==> config.mk <==
export PLATFORM = sky130hd
export DESIGN_NAME = decoder_nx_seq
export DESIGN_NICKNAME = d
export VERILOG_FILES = /design/src/rtl/decoder_nx_seq.sv
export SDC_FILE = /design/constraint.sdc
export NUM_CORES = 1
export LEC_CHECK = 0
export CAP_MARGIN = 25
export CORE_MARGIN = 2
export CORE_UTILIZATION = 45
export CTS_CLUSTER_DIAMETER = 200
export CTS_CLUSTER_SIZE = 12
export DETAILED_ROUTE_END_ITERATION = 10
export GPL_TIMING_DRIVEN = 0
export PLACE_DENSITY = 0.67
export SLEW_MARGIN = 10
export SYNTH_ARGS = -nofsm -noshare
export SYNTH_HDL_FRONTEND = slang
export SYNTH_SLANG_ARGS = --single-unit
==> constraint.sdc <==
create_clock -name clk -period 3.78 [get_ports clk]
set_input_delay 0.756 -clock clk [delete_from_list [all_inputs] [get_ports clk]]
set_output_delay 0.756 -clock clk [all_outputs]
set_load 0.02 [all_outputs]
==> src/rtl/decoder_nx_seq.sv <==
// decoder_nx_seq: registered N-to-2^N decoder with a valid handshake,
// a thermometer mode and a free-running walking-one scan sequencer.
// Every output comes straight from a flop. ACT_LOW flips the polarity
// of the whole dout bus.
module decoder_nx_seq #(
  parameter int unsigned N        = 3,
  parameter int unsigned SCAN_DIV = 4,
  parameter bit          ACT_LOW  = 1'b0
) (
  input  logic                  clk,
  input  logic                  rst,
  input  logic                  en,
  input  logic [1:0]            mode,
  input  logic [N-1:0]          din,
  input  logic                  din_valid,
  output logic [(2**N)-1:0]     dout,
  output logic                  dout_valid,
  output logic                  scan_wrap
);

  localparam int unsigned OUT_W = 2 ** N;
  localparam int unsigned DIV_W = (SCAN_DIV > 1) ? $clog2(SCAN_DIV) : 1;

  localparam logic [DIV_W-1:0] DIV_LAST = DIV_W'(SCAN_DIV - 1);
  localparam logic [N-1:0]     IDX_LAST = N'(OUT_W - 1);

  // XOR mask applied to every raw pattern; all ones inverts for active-low
  localparam logic [OUT_W-1:0] INACTIVE = {OUT_W{ACT_LOW}};

  // Operating modes, also used as the prev_mode state encoding
  localparam logic [1:0] MODE_DIRECT = 2'b00;
  localparam logic [1:0] MODE_THERM  = 2'b01;
  localparam logic [1:0] MODE_SCAN   = 2'b10;
  localparam logic [1:0] MODE_HOLD   = 2'b11;

  logic [OUT_W-1:0] dout_q,       dout_d;
  logic             dout_valid_q, dout_valid_d;
  logic             scan_wrap_q,  scan_wrap_d;
  logic [N-1:0]     scan_idx_q,   scan_idx_d;
  logic [DIV_W-1:0] div_cnt_q,    div_cnt_d;
  logic [1:0]       prev_mode_q,  prev_mode_d;

  logic             scan_entry_c;
  logic             scan_step_c;

  // One-hot pattern: only bit k set
  function automatic logic [OUT_W-1:0] onehot_pat(input logic [N-1:0] k);
    logic [OUT_W-1:0] p;
    p    = '0;
    p[k] = 1'b1;
    return p;
  endfunction

  // Thermometer pattern: bits 0..k set
  function automatic logic [OUT_W-1:0] therm_pat(input logic [N-1:0] k);
    logic [OUT_W-1:0] p;
    for (int unsigned i = 0; i < OUT_W; i++) begin
      p[i] = (i <= 32'(k));
    end
    return p;
  endfunction

  // Scan entry is detected against the mode seen at the last enabled edge
  always_comb begin
    scan_entry_c = (mode == MODE_SCAN) && (prev_mode_q != MODE_SCAN);
    scan_step_c  = (div_cnt_q == DIV_LAST);
  end

  // Next-state and output decode
  always_comb begin
    dout_d       = dout_q;
    dout_valid_d = 1'b0;
    scan_wrap_d  = 1'b0;
    scan_idx_d   = scan_idx_q;
    div_cnt_d    = div_cnt_q;
    prev_mode_d  = prev_mode_q;

    if (en) begin
      prev_mode_d = mode;
      case (mode)
        MODE_DIRECT: begin
          if (din_valid) begin
            dout_d       = onehot_pat(din) ^ INACTIVE;
            dout_valid_d = 1'b1;
          end
        end
        MODE_THERM: begin
          if (din_valid) begin
            dout_d       = therm_pat(din) ^ INACTIVE;
            dout_valid_d = 1'b1;
          end
        end
        MODE_SCAN: begin
          if (scan_entry_c) begin
            // Restart the walk; first step lands SCAN_DIV edges later
            div_cnt_d  = '0;
            scan_idx_d = '0;
          end else if (scan_step_c) begin
            div_cnt_d    = '0;
            dout_d       = onehot_pat(scan_idx_q) ^ INACTIVE;
            dout_valid_d = 1'b1;
            scan_wrap_d  = (scan_idx_q == IDX_LAST);
            scan_idx_d   = scan_idx_q + N'(1);
          end else begin
            div_cnt_d = div_cnt_q + DIV_W'(1);
          end
        end
        default: begin
          // HOLD: nothing moves, no pulses
        end
      endcase
    end
  end

  // State register with asynchronous active-high reset
  always_ff @(posedge clk or posedge rst) begin
    if (rst) begin
      dout_q       <= INACTIVE;
      dout_valid_q <= 1'b0;
      scan_wrap_q  <= 1'b0;
      scan_idx_q   <= '0;
      div_cnt_q    <= '0;
      prev_mode_q  <= MODE_HOLD;
    end else begin
      dout_q       <= dout_d;
      dout_valid_q <= dout_valid_d;
      scan_wrap_q  <= scan_wrap_d;
      scan_idx_q   <= scan_idx_d;
      div_cnt_q    <= div_cnt_d;
      prev_mode_q  <= prev_mode_d;
    end
  end

  assign dout       = dout_q;
  assign dout_valid = dout_valid_q;
  assign scan_wrap  = scan_wrap_q;

endmodule
==> flow_summary.toml, run 1 <==
[logic_synthesis]
syn_area_per_cell_um2 = 9.99
synth_cell_types = 36
ys_seq_area_frac = 0.416
ys_seq_elements = 17
synth_edf_count = 0
synth_nets = 120
synth_warnings = 0
syn_inst = 103
syn_area_um2 = 1030
synthFlopType = "dfrtp_1"
ys_async_sr_fraction = 1.00

[worst_hold_path]
hp-class = "register to register"
min_path_cells = 1

[setup_path]
required_ns = 3.99
crit_slowest_cell = "clkdlybuf4s50_1"
cp.buffers_inverters = 3
end_kind = "register"
crit_type = "input pin to register"
crit_arrival_ns = 2.80
crit_chain = "clkdlybuf4s50_1 -> inv_1 -> ha_1 -> clkbuf_1 -> nand3_1 -> nor3b_1 -> a31oi_1 -> a21oi_1"
cp_max_fo = 10
critPathLaunchType = "input pin"
r2r.worst_path.cells = 4
crit_cells = 8
critical-path-top-delay-family = "buffers and inverters"
max_stage_delay_ns = 0.55

[die]
ios = 19
die_h_um = 51.8
rows = 17
die-area_um2 = 2680
fp.dieW_um = 51.8
start_util = 0.469
core-area_um2 = 2190

[route]
post_drt_wl_per_cell_um = 13.6
drc = 0
drt-initial-drc-count = 15
first_pass_iters = 4
vias = 840
drt_wl_total_um = 2050
antenna_left = 0
vias_per_cell = 5.56

[sta]
fin_crit_sh = 0.684
rsz0062_at_grt = "false"
fin_worst_skew_ns = 0.00789
setup_tns_ns = 0
worstMarginPinSlew_ns = 0.656
max_freq_ghz = 0.386
period_needed_ns = 2.59
setup_violations = 0
max_slew_margin = 0.562
final_max_slew_viol_count = 0
hold_viol_final = 0

[global_routing]
grt.overflow.total = 0
antenna_found_initial = 0
grt-busiest-layer = "met2"
grtUsageMet3 = 0.0259
grtUsageMet1 = 0.228
grt_max_degree = 18
use_met2 = 0.278
grt_pass1_vias = 776
grt_pass1_wl_um = 3390
grt_usage = 0.172

[pwr]
p_total_uw = 455
leakagePower_nw = 0.535
pwr_density_cell_nw_per_um2 = 363
ir_drop_mv = 0.231

[placement]
gp_congestion = 0.787
dp.cells = 147
portBuffers = 16
hpwlAfterDp_um = 1550

[cts]
post-cts-setup-buffers = 0
ctsHoldBuffers = 0
cts_num_sinks = 17
clkLatencyLatePin_ns = 0.29
htree_levels = 1
cts_resized = 0
cts_buffers = 3
clockBufferDepth = 2
clk_pin_slew_worst_paths_ns = 0.10
cts_tree = "done"
root_buffer = "clkbuf_4"

[finish]
diodes = 0
syn2layout_area_growth_pct = 21.9
register_area_um2 = 428
multi_input_area_um2 = 548
fillerInstances = 203
finalNetCount = 141
drive_above_1_share = 0.138
instances_no_fill = 151
finish.utilization = 0.572

[status]
status = "finished, final reports clean"

[job]
drv_cap = 0
==> Yosys cell counts, drive strengths merged (2+ instances only) <==
cell,count,area share
dfrtp,15,0.36
a21oi,9,0.055
ha,8,0.097
nor2,8,0.029
inv,6,0.022
nand2,6,0.022
clkbuf,5,0.018
o21ai,5,0.024
a31oi,3,0.018
mux2,3,0.033
nand2b,3,0.018
nand3,3,0.015
nand3b,3,0.026
a22o,2,0.017
a32o,2,0.019
and3,2,0.013
dfstp,2,0.051
nor3,2,0.0097
o31ai,2,0.015
==> flip-flops by register name (all words and copies together), names as in the netlist <==
register	cells
prev_mode_q	2
dout_valid	1
dout	8
scan_wrap	1
div_cnt_q	2
scan_idx_q	3
==> metal layers <==
layer / up-vias / share of wire
met2: 21 / 0.49
met4: 0 / 0.0083
met1: 398 / 0.46
met5: - / 0
li1: 419 / -
met3: 2 / 0.036
==> worst reg2reg max path: stages, from the launching register on <==
cell and delay (ns):
dfrtp_1 0.40, ha_1 0.32, nand3b_2 0.14, a2111oi_4 0.58, mux2_2 0.39
==> kinds of logic (layout without fill, tap and decap cells) <==
group                    after synthesis  in the layout  share of synthesized area
AO/OA/AOI/OAI                         30             30                      0.223
adder cells (fa/ha/maj)                8              8                     0.0973
buffers and inverters                 12             32                     0.0511
flip-flops                            17             17                      0.416
multiplexers                           3              3                     0.0328
AND/OR/NAND/NOR                       33             33                      0.180
==> cell type report <==
| cell class | count | share of cell area |
|---|---|---|
| tap | 28 | 0.0279 |
| clock buffer | 3 | 0.0180 |
| clock inverter | 1 | 0.00599 |
| inverter | 6 | 0.0180 |
| timing repair buffer | 16 | 0.128 |
| sequential | 17 | 0.341 |
| multi-input combinational | 74 | 0.437 |
| buffer | 6 | 0.0240 |
==> worst paths after layout <==
path                                     startpoint             endpoint  slack (ns)
setup / recovery                            mode[1]  dout[6]$_DFFE_PP0P_        1.19
max in group asynchronous                       rst  dout[3]$_DFFE_PP0P_        2.51
hold / removal                  dout[3]$_DFFE_PP0P_  dout[3]$_DFFE_PP0P_        0.52
setup reg to reg           div_cnt_q[0]$_DFFE_PP0P_  dout[3]$_DFFE_PP0P_        1.84
min in group asynchronous                       rst  dout[0]$_DFFE_PP0P_        0.84
hold reg to reg                 dout[3]$_DFFE_PP0P_  dout[3]$_DFFE_PP0P_        0.52
==> stage by stage <==
step | cell area [um^2] | setup slack [ns] | hold slack, ns
2_1_floorplan | 1030 | 1.74 | 0.477
3_3_place_gp | 1220 | 0.985 | 0.491
3_5_place_dp | 1220 | 0.920 | 0.495
4_1_cts | 1250 | 1.22 | 0.519
5_1_grt | 1250 | 1.03 | 0.534
6_report | 1250 | 1.19 | 0.517
==> placed cells by master (no fill, tap or decap), types with 3 or more instances in the layout <==
| cell | instances |
|---|---|
| ha_1 | 8 |
| nand3_1 | 3 |
| nand2_1 | 6 |
| a31oi_1 | 3 |
| inv_1 | 6 |
| a21oi_2 | 3 |
| clkbuf_4 | 3 |
| o21ai_0 | 5 |
| a21oi_1 | 6 |
| nor2_1 | 8 |
| clkdlybuf4s50_1 | 16 |
| nand2b_1 | 3 |
| dfrtp_1 | 15 |
| mux2_2 | 3 |
| clkbuf_1 | 5 |
==> report_power, final <==
group / total [mW] / switching (mW) / leakage (nW) / internal [mW]
clock network: 0.101 / 0.0609 / 0.0139 / 0.0402
registers: 0.218 / 0.0124 / 0.214 / 0.206
logic: 0.136 / 0.0712 / 0.308 / 0.0645
Power figures use the tool's default switching activity.
==> run 2: changes to the inputs <==
==> constraint.sdc (replaced) <==
create_clock -name clk -period 2.58 [get_ports clk]
set_input_delay 0.516 -clock clk [delete_from_list [all_inputs] [get_ports clk]]
set_output_delay 0.516 -clock clk [all_outputs]
set_load 0.02 [all_outputs]
==> results of run 2 <==
The final DEF is identical to that of run 1. Status: finished, final reports clean.
Among the figures that moved: setup slack after placement 0.920 ns -> -0.0399 ns; setup slack after layout 1.19 ns -> 0.233 ns; register-to-register setup slack 1.84 ns -> 0.64 ns; total power 0.455 mW -> 0.667 mW; worst IR drop on VDD 0.231 mV -> 0.338 mV
==> run 3: changes to the inputs <==
--- a/config.mk
+++ b/config.mk
@@ -8,10 +8,13 @@
 export CAP_MARGIN = 25
 export CORE_MARGIN = 2
 export CORE_UTILIZATION = 45
+export CTS_BUF_LIST = sky130_fd_sc_hd__clkbuf_4 sky130_fd_sc_hd__clkbuf_8 sky130_fd_sc_hd__clkbuf_16
 export CTS_CLUSTER_DIAMETER = 200
 export CTS_CLUSTER_SIZE = 12
 export DETAILED_ROUTE_END_ITERATION = 10
+export GPL_ROUTABILITY_DRIVEN = 0
 export GPL_TIMING_DRIVEN = 0
+export HOLD_SLACK_MARGIN = 0.06
 export PLACE_DENSITY = 0.67
 export SLEW_MARGIN = 10
 export SYNTH_ARGS = -nofsm -noshare
==> results of run 3 <==
The final DEF is identical to that of run 1. Status: finished, final reports clean.
Among the figures that moved: setup slack after placement 0.920 ns -> -0.0399 ns; setup slack after layout 1.19 ns -> 0.233 ns; register-to-register setup slack 1.84 ns -> 0.64 ns; total power 0.455 mW -> 0.667 mW; worst IR drop on VDD 0.231 mV -> 0.338 mV
